<file path="src/rtl/gpo_mailbox_pkg.sv">
// gpo_mailbox_pkg: field positions and constants shared by the GPO mailbox receiver.
package gpo_mailbox_pkg;
  localparam int STROBE_BIT = 31;
  localparam int CMD_MSB = 30;
  localparam int CMD_LSB = 24;
  localparam int CMD_W = CMD_MSB - CMD_LSB + 1;
  localparam int PAYLOAD_W = 24;
  localparam logic [CMD_W-1:0] CMD_CLR_OVF = 7'h7F;
  localparam int GPI_ACK_BIT = 31;
  localparam int GPI_OVF_BIT = 30;
  localparam int GPI_LVL_MSB = 22;
  localparam int GPI_LVL_LSB = 16;
  localparam int GPI_LVL_W = GPI_LVL_MSB - GPI_LVL_LSB + 1;
  typedef struct packed {
    logic [CMD_W-1:0] cmd;
    logic [PAYLOAD_W-1:0] payload;
  } mbox_msg_t;
endpackage

</file>
<file path="src/rtl/mbox_fifo.sv">
// mbox_fifo: synchronous FIFO with level output; head is presented from storage, zeroed when empty.
module mbox_fifo #(
  parameter int W = 8,
  parameter int DEPTH = 8
) (
  input  logic                       clk,
  input  logic                       rst_n,
  input  logic                       push,
  input  logic [W-1:0]               wdata,
  input  logic                       pop,
  output logic [W-1:0]               rdata,
  output logic                       full,
  output logic                       empty,
  output logic [$clog2(DEPTH):0]     level
);
  localparam int AW = $clog2(DEPTH);
  localparam int LW = AW + 1;
  logic [AW-1:0] wp_q, wp_d, rp_q, rp_d;
  logic [LW-1:0] lvl_q, lvl_d;
  logic [W-1:0] mem_q [DEPTH];
  logic [W-1:0] mem_d [DEPTH];
  logic do_push, do_pop;
  always_comb begin
    empty = lvl_q == '0;
    full = lvl_q == LW'(DEPTH);
    do_pop = pop && !empty;
    // a pop in the same cycle frees the slot, so a full FIFO still accepts
    do_push = push && (!full || do_pop);
    mem_d = mem_q;
    if (do_push) mem_d[wp_q] = wdata;
    wp_d = wp_q + AW'(do_push);
    rp_d = rp_q + AW'(do_pop);
    lvl_d = lvl_q + LW'(do_push) - LW'(do_pop);
    rdata = empty ? '0 : mem_q[rp_q];
    level = lvl_q;
  end
  always_ff @(posedge clk or negedge rst_n)
    if (!rst_n) begin
      wp_q <= '0;
      rp_q <= '0;
      lvl_q <= '0;
    end else begin
      wp_q <= wp_d;
      rp_q <= rp_d;
      lvl_q <= lvl_d;
    end
  always_ff @(posedge clk) mem_q <= mem_d;
endmodule

</file>
<file path="src/rtl/gpo_mailbox_rx.sv">
// gpo_mailbox_rx: decodes toggle-strobed CPU mailbox words into a timestamped FIFO.
// Define GPO_MAILBOX_TS_EN to build the timestamp counter; otherwise rd_ts is constant 0.
module gpo_mailbox_rx
  import gpo_mailbox_pkg::*;
#(
  parameter int DEPTH = 8,
  parameter int TS_WIDTH = 16
) (
  input  logic                 XCLK,
  input  logic                 XRESET_N,
  input  logic [31:0]          XGPO,
  output logic [31:0]          XGPI,
  output logic                 rd_valid,
  input  logic                 rd_ready,
  output logic [CMD_W-1:0]     rd_cmd,
  output logic [PAYLOAD_W-1:0] rd_data,
  output logic [TS_WIDTH-1:0]  rd_ts
);
`ifdef GPO_MAILBOX_TS_EN
  localparam int TSW = TS_WIDTH;
`else
  localparam int TSW = 0;
`endif
  localparam int EW = CMD_W + PAYLOAD_W + TSW;
  logic [31:0] gpo_q, gpo_d;
  logic strb_q, strb_d, ack_q, ack_d, ovf_q, ovf_d;
  logic evt, clr, push, pop, full, empty;
  logic [$clog2(DEPTH):0] level;
  logic [EW-1:0] wdata, rdata;
  mbox_msg_t msg;
  always_comb begin
    gpo_d = XGPO;
    strb_d = gpo_q[STROBE_BIT];
    msg = mbox_msg_t'(gpo_q[CMD_MSB:0]);
    evt = gpo_q[STROBE_BIT] ^ strb_q;
    clr = evt && msg.cmd == CMD_CLR_OVF;
    push = evt && !clr;
    pop = !empty && rd_ready;
    ack_d = ack_q ^ evt;
    ovf_d = clr ? 1'b0 : (push && full && !pop) ? 1'b1 : ovf_q;
    XGPI = '0;
    XGPI[GPI_ACK_BIT] = ack_q;
    XGPI[GPI_OVF_BIT] = ovf_q;
    XGPI[GPI_LVL_MSB:GPI_LVL_LSB] = GPI_LVL_W'(level);
    rd_valid = !empty;
    rd_cmd = rdata[EW-1 -: CMD_W];
    rd_data = rdata[EW-1-CMD_W -: PAYLOAD_W];
  end
`ifdef GPO_MAILBOX_TS_EN
  logic [TS_WIDTH-1:0] ts_q, ts_d;
  always_comb begin
    ts_d = ts_q + TS_WIDTH'(1);
    wdata = {msg, ts_q};
    rd_ts = rdata[TS_WIDTH-1:0];
  end
  always_ff @(posedge XCLK or negedge XRESET_N)
    if (!XRESET_N) ts_q <= '0;
    else ts_q <= ts_d;
`else
  always_comb begin
    wdata = msg;
    rd_ts = '0;
  end
`endif
  always_ff @(posedge XCLK or negedge XRESET_N)
    if (!XRESET_N) begin
      gpo_q <= '0;
      strb_q <= 1'b0;
      ack_q <= 1'b0;
      ovf_q <= 1'b0;
    end else begin
      gpo_q <= gpo_d;
      strb_q <= strb_d;
      ack_q <= ack_d;
      ovf_q <= ovf_d;
    end
  mbox_fifo #(.W(EW), .DEPTH(DEPTH)) u_fifo (
    .clk(XCLK),
    .rst_n(XRESET_N),
    .push(push),
    .wdata(wdata),
    .pop(pop),
    .rdata(rdata),
    .full(full),
    .empty(empty),
    .level(level)
  );
endmodule

</file>
<file path="config.mk">
export PLATFORM = sky130hd
export DESIGN_NAME = gpo_mailbox_rx
export DESIGN_NICKNAME = d
export VERILOG_FILES = /design/src/rtl/gpo_mailbox_pkg.sv /design/src/rtl/mbox_fifo.sv /design/src/rtl/gpo_mailbox_rx.sv
export SDC_FILE = /design/constraint.sdc
export NUM_CORES = 1
export LEC_CHECK = 0
export ABC_CLOCK_PERIOD_IN_PS = 5900
export BUFFER_PORTS_ARGS = -buffer_cell sky130_fd_sc_hd__buf_2
export CORE_ASPECT_RATIO = 2
export CORE_UTILIZATION = 25
export CTS_CLUSTER_DIAMETER = 30
export CTS_CLUSTER_SIZE = 30
export DETAILED_ROUTE_END_ITERATION = 8
export GPL_TIMING_DRIVEN = 0
export RECOVER_POWER = 100
export SYNTH_ARGS = -nofsm -noshare
export SYNTH_HDL_FRONTEND = slang
export SYNTH_SLANG_ARGS = --single-unit
</file>
<file path="constraint.sdc">
create_clock -name XCLK -period 5.9 [get_ports XCLK]
set_clock_uncertainty 0.1 [all_clocks]
set_input_delay 0.885 -clock XCLK [delete_from_list [all_inputs] [get_ports XCLK]]
set_output_delay 0.885 -clock XCLK [all_outputs]
set_load 0.1 [all_outputs]
</file>
**Yosys cells after proc, flatten, opt, wreduce, memory -nomap -nowiden**

Cells that the tools add are included.

- Bits in registers: 293
- Word-level logic and storage cells: 52

- Reduce and logical (&&, ||, !) cells: 15
- Magnitude comparators: 3
- Mux-type cells: 9
- Add/subtract/negate cells: 4
- Bitwise gates (word level): 4
- Eq/ne operators: 2

Operators by type and width:

| operator | number |
|---|---|
| 248-bit bitwise mux | 1 |
| 31-bit two-way mux | 4 |
| 31-bit binary-select mux with 3-bit select | 1 |
| 31-bit demux with 3-bit select | 1 |
| 4-bit >= comparator (second input constant) | 2 |
| 1-bit logical AND | 8 |
| 3-bit inverter with 4-bit output | 2 |
| 7-bit equality test (second input constant) | 1 |
| 3-bit by 1-bit adder with 3-bit output | 2 |
| 4-bit by 1-bit adder with 4-bit output | 1 |
| 4-bit equality test (second input constant) | 1 |
| 1-bit zero test | 4 |
| 4-bit zero test | 1 |
| 4-bit by 1-bit < comparator with 1-bit output (second input constant) | 1 |
| 4-bit by 1-bit subtractor with 4-bit output | 1 |
| 1-bit two-way mux | 2 |
| 2-bit nonzero test | 1 |
| 1-bit bitwise XOR | 2 |
| 1-bit logical OR | 1 |

**Longest topological paths before layout**

- Depth after elaboration: 8
- Mapped depth: 10

**Hierarchy**

Synthesis repeated with hierarchy kept, for this count alone.

- Cells, all modules: 506
- Area total of the unflattened synthesis: 11254.5 um^2

By module, submodules not included:

| module | cells each | area an instance (um^2) | times used |
|---|---|---|---|
| mbox_fifo | 416 | 9977.1 | 1 |
| gpo_mailbox_rx | 90 | 1277.5 | 1 |

**Least setup slack after synthesis**

Ideal clock, no wire load.

- Kind: reg2reg
- From: register u_fifo.lvl_q[2], in the netlist u_fifo.level[2]
- To: register u_fifo.mem_q[0] in the netlist's numbering, enable pin
- Required time: 5292 ps
- Path buffers: 1
- Setup slack: 128 ps
- Clock period less this slack: 5772 ps
- Stages on the path, launching flop included: 7
- Data arrival time: 5163 ps
- Setup time: 508 ps
- Cells stage by stage: dfrtp_1 inv_1 ha_1 nor3b_1 a21bo_2 buf_2 nor4b_1

- Cells in the longest elaborated chain, start to end: 6

Ends and longest elaborated chain:

| element | line | RTL |
|---|---|---|
| from (decl) | mbox_fifo.sv:19 | `logic [LW-1:0] lvl_q, lvl_d;` |
| from (signal assigned) | mbox_fifo.sv:45 | `lvl_q <= lvl_d;` |
| 4-bit zero test | mbox_fifo.sv:24 | `empty = lvl_q == '0;` |
| 1-bit zero test | mbox_fifo.sv:26, gpo_mailbox_rx.sv:38 |  |
| 1-bit logical AND | gpo_mailbox_rx.sv:38 | `pop = !empty && rd_ready;` |
| 1-bit logical AND | mbox_fifo.sv:26 | `do_pop = pop && !empty;` |
| 1-bit logical OR (*) | mbox_fifo.sv:28 | `do_push = push && (!full \|\| do_pop);` |
| 1-bit logical AND (*) | mbox_fifo.sv:28 |  |
| to (signal assigned) | mbox_fifo.sv:47 | `always_ff @(posedge clk) mem_q <= mem_d;` |
| to (decl) | mbox_fifo.sv:20 | `logic [W-1:0] mem_q [DEPTH];` |

Mark *: on every way between the ends. The rest lies on a longest branch, timed or not.
A chain may end at the register's enable or synchronous reset.

**Worst setup path in the final report**

- From: register u_fifo.lvl_q[2], in the netlist u_fifo.level[2]
- To: output port rd_data[19]

- Cells in the longest elaborated chain, start to end: 2

Ends and longest elaborated chain:

| element | line | RTL |
|---|---|---|
| 4-bit zero test | mbox_fifo.sv:24 |  |
| 31-bit two-way mux | mbox_fifo.sv:34 | `rdata = empty ? '0 : mem_q[rp_q];` |
| to (decl) | gpo_mailbox_rx.sv:16 | `output logic [PAYLOAD_W-1:0] rd_data,` |

Every way passes these cells.

==> metrics.cfg <==
[detailed_routing]
vias=5278
vias_per_cell=4.16
wl_mm=23.8
routedWlPerCell_um=18.7
drtPass1Iterations=4
drc=0
ant_nets=0
first_iter_violations=228

[setup_path]
worst_ep_arrival_time_ns=3.54
reg2reg_slack_ns=1.68
start_kind=flop
critPathRequiredTime_ns=4.91
rr_worst_depth=7
worstSetupPathType=reg2out
reg2reg_from=gpo_q[31]
end_kind=output pin
critPathMaxFanout=10
rr_endpoint=u_fifo.mem_q[39]

[floorplan]
start_util=0.254
coreArea_mm2=0.0442
die_h_um=301
fp.dieW_um=152
ios=115
rows=109
die-area_mm2=0.0457

[timing]
slew_viol_final=62
rsz0062_at_grt=false
slew_headroom=-0.982
timing.final.crit_period_ns=4.53
setup_viol=0
finalWorstSetupSlack_ns=1.37
tightest_slew_ns=2.97
fin_crit_sh=0.768
max_freq_mhz=221
hold_violations=0
hold_slack_ns=0.307

[clock_network]
cts.sinks=293
postCtsHoldBufs=0
cts_max_level=1
cts_resized=0
clkTransAtPathRegs_ns=0.06
clkLatencyLatePin_ns=0.55
cts_root_buffer=clkbuf_16
cts_buffers=29
cts_tree=yes
cts_setup_buffers=0
clockBufferDepth=3

[logic_synthesis]
ys_types=36
syn_area_per_cell_um2=22.1
synth_seq_cells=293
syn_area_mm2=0.0112
synthCells=507
ys_seq_area_frac=0.765
ys_warn_count=0

[worst_hold_path]
hold_depth=0
hold_start=gpo_q[31]
worstHoldPathType=reg2reg
worstHoldEndpoint=strb_q

[grt]
grt_first_pass_wirelength_mm=35.0
grt-ovfl-total=0
grt_usage=0.106
grt_pass1_vias=5512
grt_max_degree=46
antenna_found_initial=1

[placed_design]
dpl.hpwl_mm=17.0
routabilityCongestion=0.673
placed_cell_area_mm2=0.0128
portBuffers=72
post-place-ws_ns=2.37

[finish]
final_area_mm2=0.0135
drive_gt1_frac=0.261
syn2layout_area_growth_pct=20.5
n_antenna_cell=0
fin_nets=735
post-route-util=0.306

[outcome]
violations=capacitance limit, slew limit
status=finished, violations left

[run]
max_cap_viol_count=4

==> cells in the mapped netlist <==
| library cell | n | area [um2] |
|---|---|---|
| a21bo_2 | 1 | 10.0 |
| a21o_1 | 1 | 7.51 |
| a21oi_1 | 2 | 10.0 |
| a22o_1 | 30 | 263 |
| a22o_2 | 1 | 10.0 |
| a31oi_1 | 1 | 6.26 |
| and2_4 | 1 | 8.76 |
| and3_2 | 1 | 7.51 |
| buf_1 | 1 | 3.75 |
| buf_2 | 5 | 25.0 |
| buf_4 | 46 | 345 |
| buf_6 | 8 | 90.1 |
| clkbuf_1 | 7 | 26.3 |
| conb_1 | 1 | 3.75 |
| dfrtp_1 | 45 | 1130 |
| edfxtp_1 | 248 | 7450 |
| fa_1 | 1 | 20.0 |
| ha_1 | 8 | 100 |
| inv_1 | 5 | 18.8 |
| mux2i_1 | 1 | 10.0 |
| mux4_1 | 18 | 473 |
| mux4_2 | 44 | 991 |
| nand2_1 | 3 | 11.3 |
| nand2b_1 | 3 | 18.8 |
| nand3_1 | 1 | 5.00 |
| nand4_1 | 1 | 6.26 |
| nor2_1 | 4 | 15.0 |
| nor2b_1 | 1 | 6.26 |
| nor3_1 | 1 | 5.00 |
| nor3b_1 | 1 | 7.51 |
| nor4_1 | 3 | 18.8 |
| nor4b_1 | 4 | 35.0 |
| or2_2 | 1 | 6.26 |
| or3b_4 | 1 | 11.3 |
| xnor2_1 | 2 | 17.5 |
| xor2_1 | 5 | 43.8 |
==> worst max-delay path by stage <==
stage               slack (ns)            start               end  cells past startpoint
finish                    1.37  u_fifo.level[2]       rd_data[19]                      7
global route              1.23  u_fifo.level[2]       rd_data[19]                      7
CTS                       1.78  u_fifo.level[2]       rd_data[19]                      7
detailed placement        2.37  u_fifo.level[2]       rd_data[19]                      7
global placement         -3.16         rd_ready  u_fifo.mem_q[70]                      5
floorplan                 0.13  u_fifo.level[2]   u_fifo.mem_q[0]                      6
==> routing by layer <==
layer	vias to the layer above	track usage	wire length, um
li1	2367	-	-
met1	2714	0.115	8680
met2	153	0.201	13400
met3	42	0.0144	933
met4	2	0.0438	779
met5	-	0	12
==> sequential cells by signal (all words and copies together), names as in the netlist <==
register / cells
u_fifo.level: 4
ovf_q: 1
u_fifo.wp_q: 3
gpo_q: 32
strb_q: 1
ack_q: 1
u_fifo.mem_q: 248
u_fifo.rp_q: 3
==> cell families (layout without fill, tap and decap cells) <==
logic type      after synthesis  in the layout  synth area share
xor+xnor                      7              7           0.00547
buf+inv                      72            238            0.0454
mux                          63             63             0.131
fa+ha+maj                     9              9            0.0107
compound gates               36             36            0.0273
other cells                   1             42          0.000335
flops                       293            293             0.765
simple gates                 26             26            0.0145
==> critical path: stages (launching register included) <==
cell and delay [ns]:
dfrtp_1 0.34, inv_1 0.08, ha_1 0.20, or3b_1 0.28, nor2b_1 0.31, clkbuf_1 0.58
a22o_1 0.32, clkbuf_1 0.89
==> final cells by class <==
class,count,area [um2]
inverter,5,18.8
tap,555,694
clock inverter,23,268
multi-input combinational,183,2280
timing repair buffer,112,458
buffer,67,489
clock buffer,31,733
sequential,293,8570
fill,4380,30700
==> cell usage in the layout (no fill, tap or decap), types with 4 or more instances in the layout <==
master      Yosys  routed
xor2_1          5       5
mux4_1         18      18
clkinvlp_4      0       5
buf_6           8       8
buf_2           5      34
edfxtp_1      248     248
inv_1           5       5
clkinv_8        0       4
clkbuf_16       0      29
buf_4          46      46
nor4b_1         4       4
a22o_1         30      30
dfrtp_1        45      45
nor2_1          4       4
ha_1            8       8
conb_1          1      42
clkbuf_1        7      92
mux4_2         44      44
==> per-stage QoR <==
step                      std cells  TNS [ns]
after floorplan                 548         0
after global placement         1175   -626.98
after detailed placement       1215         0
after CTS                      1269         0
after global routing           1269         0
final                          1269         0
Power is not shown: default switching activity piles up to over one toggle a cycle in this logic, so the estimate is an artifact.
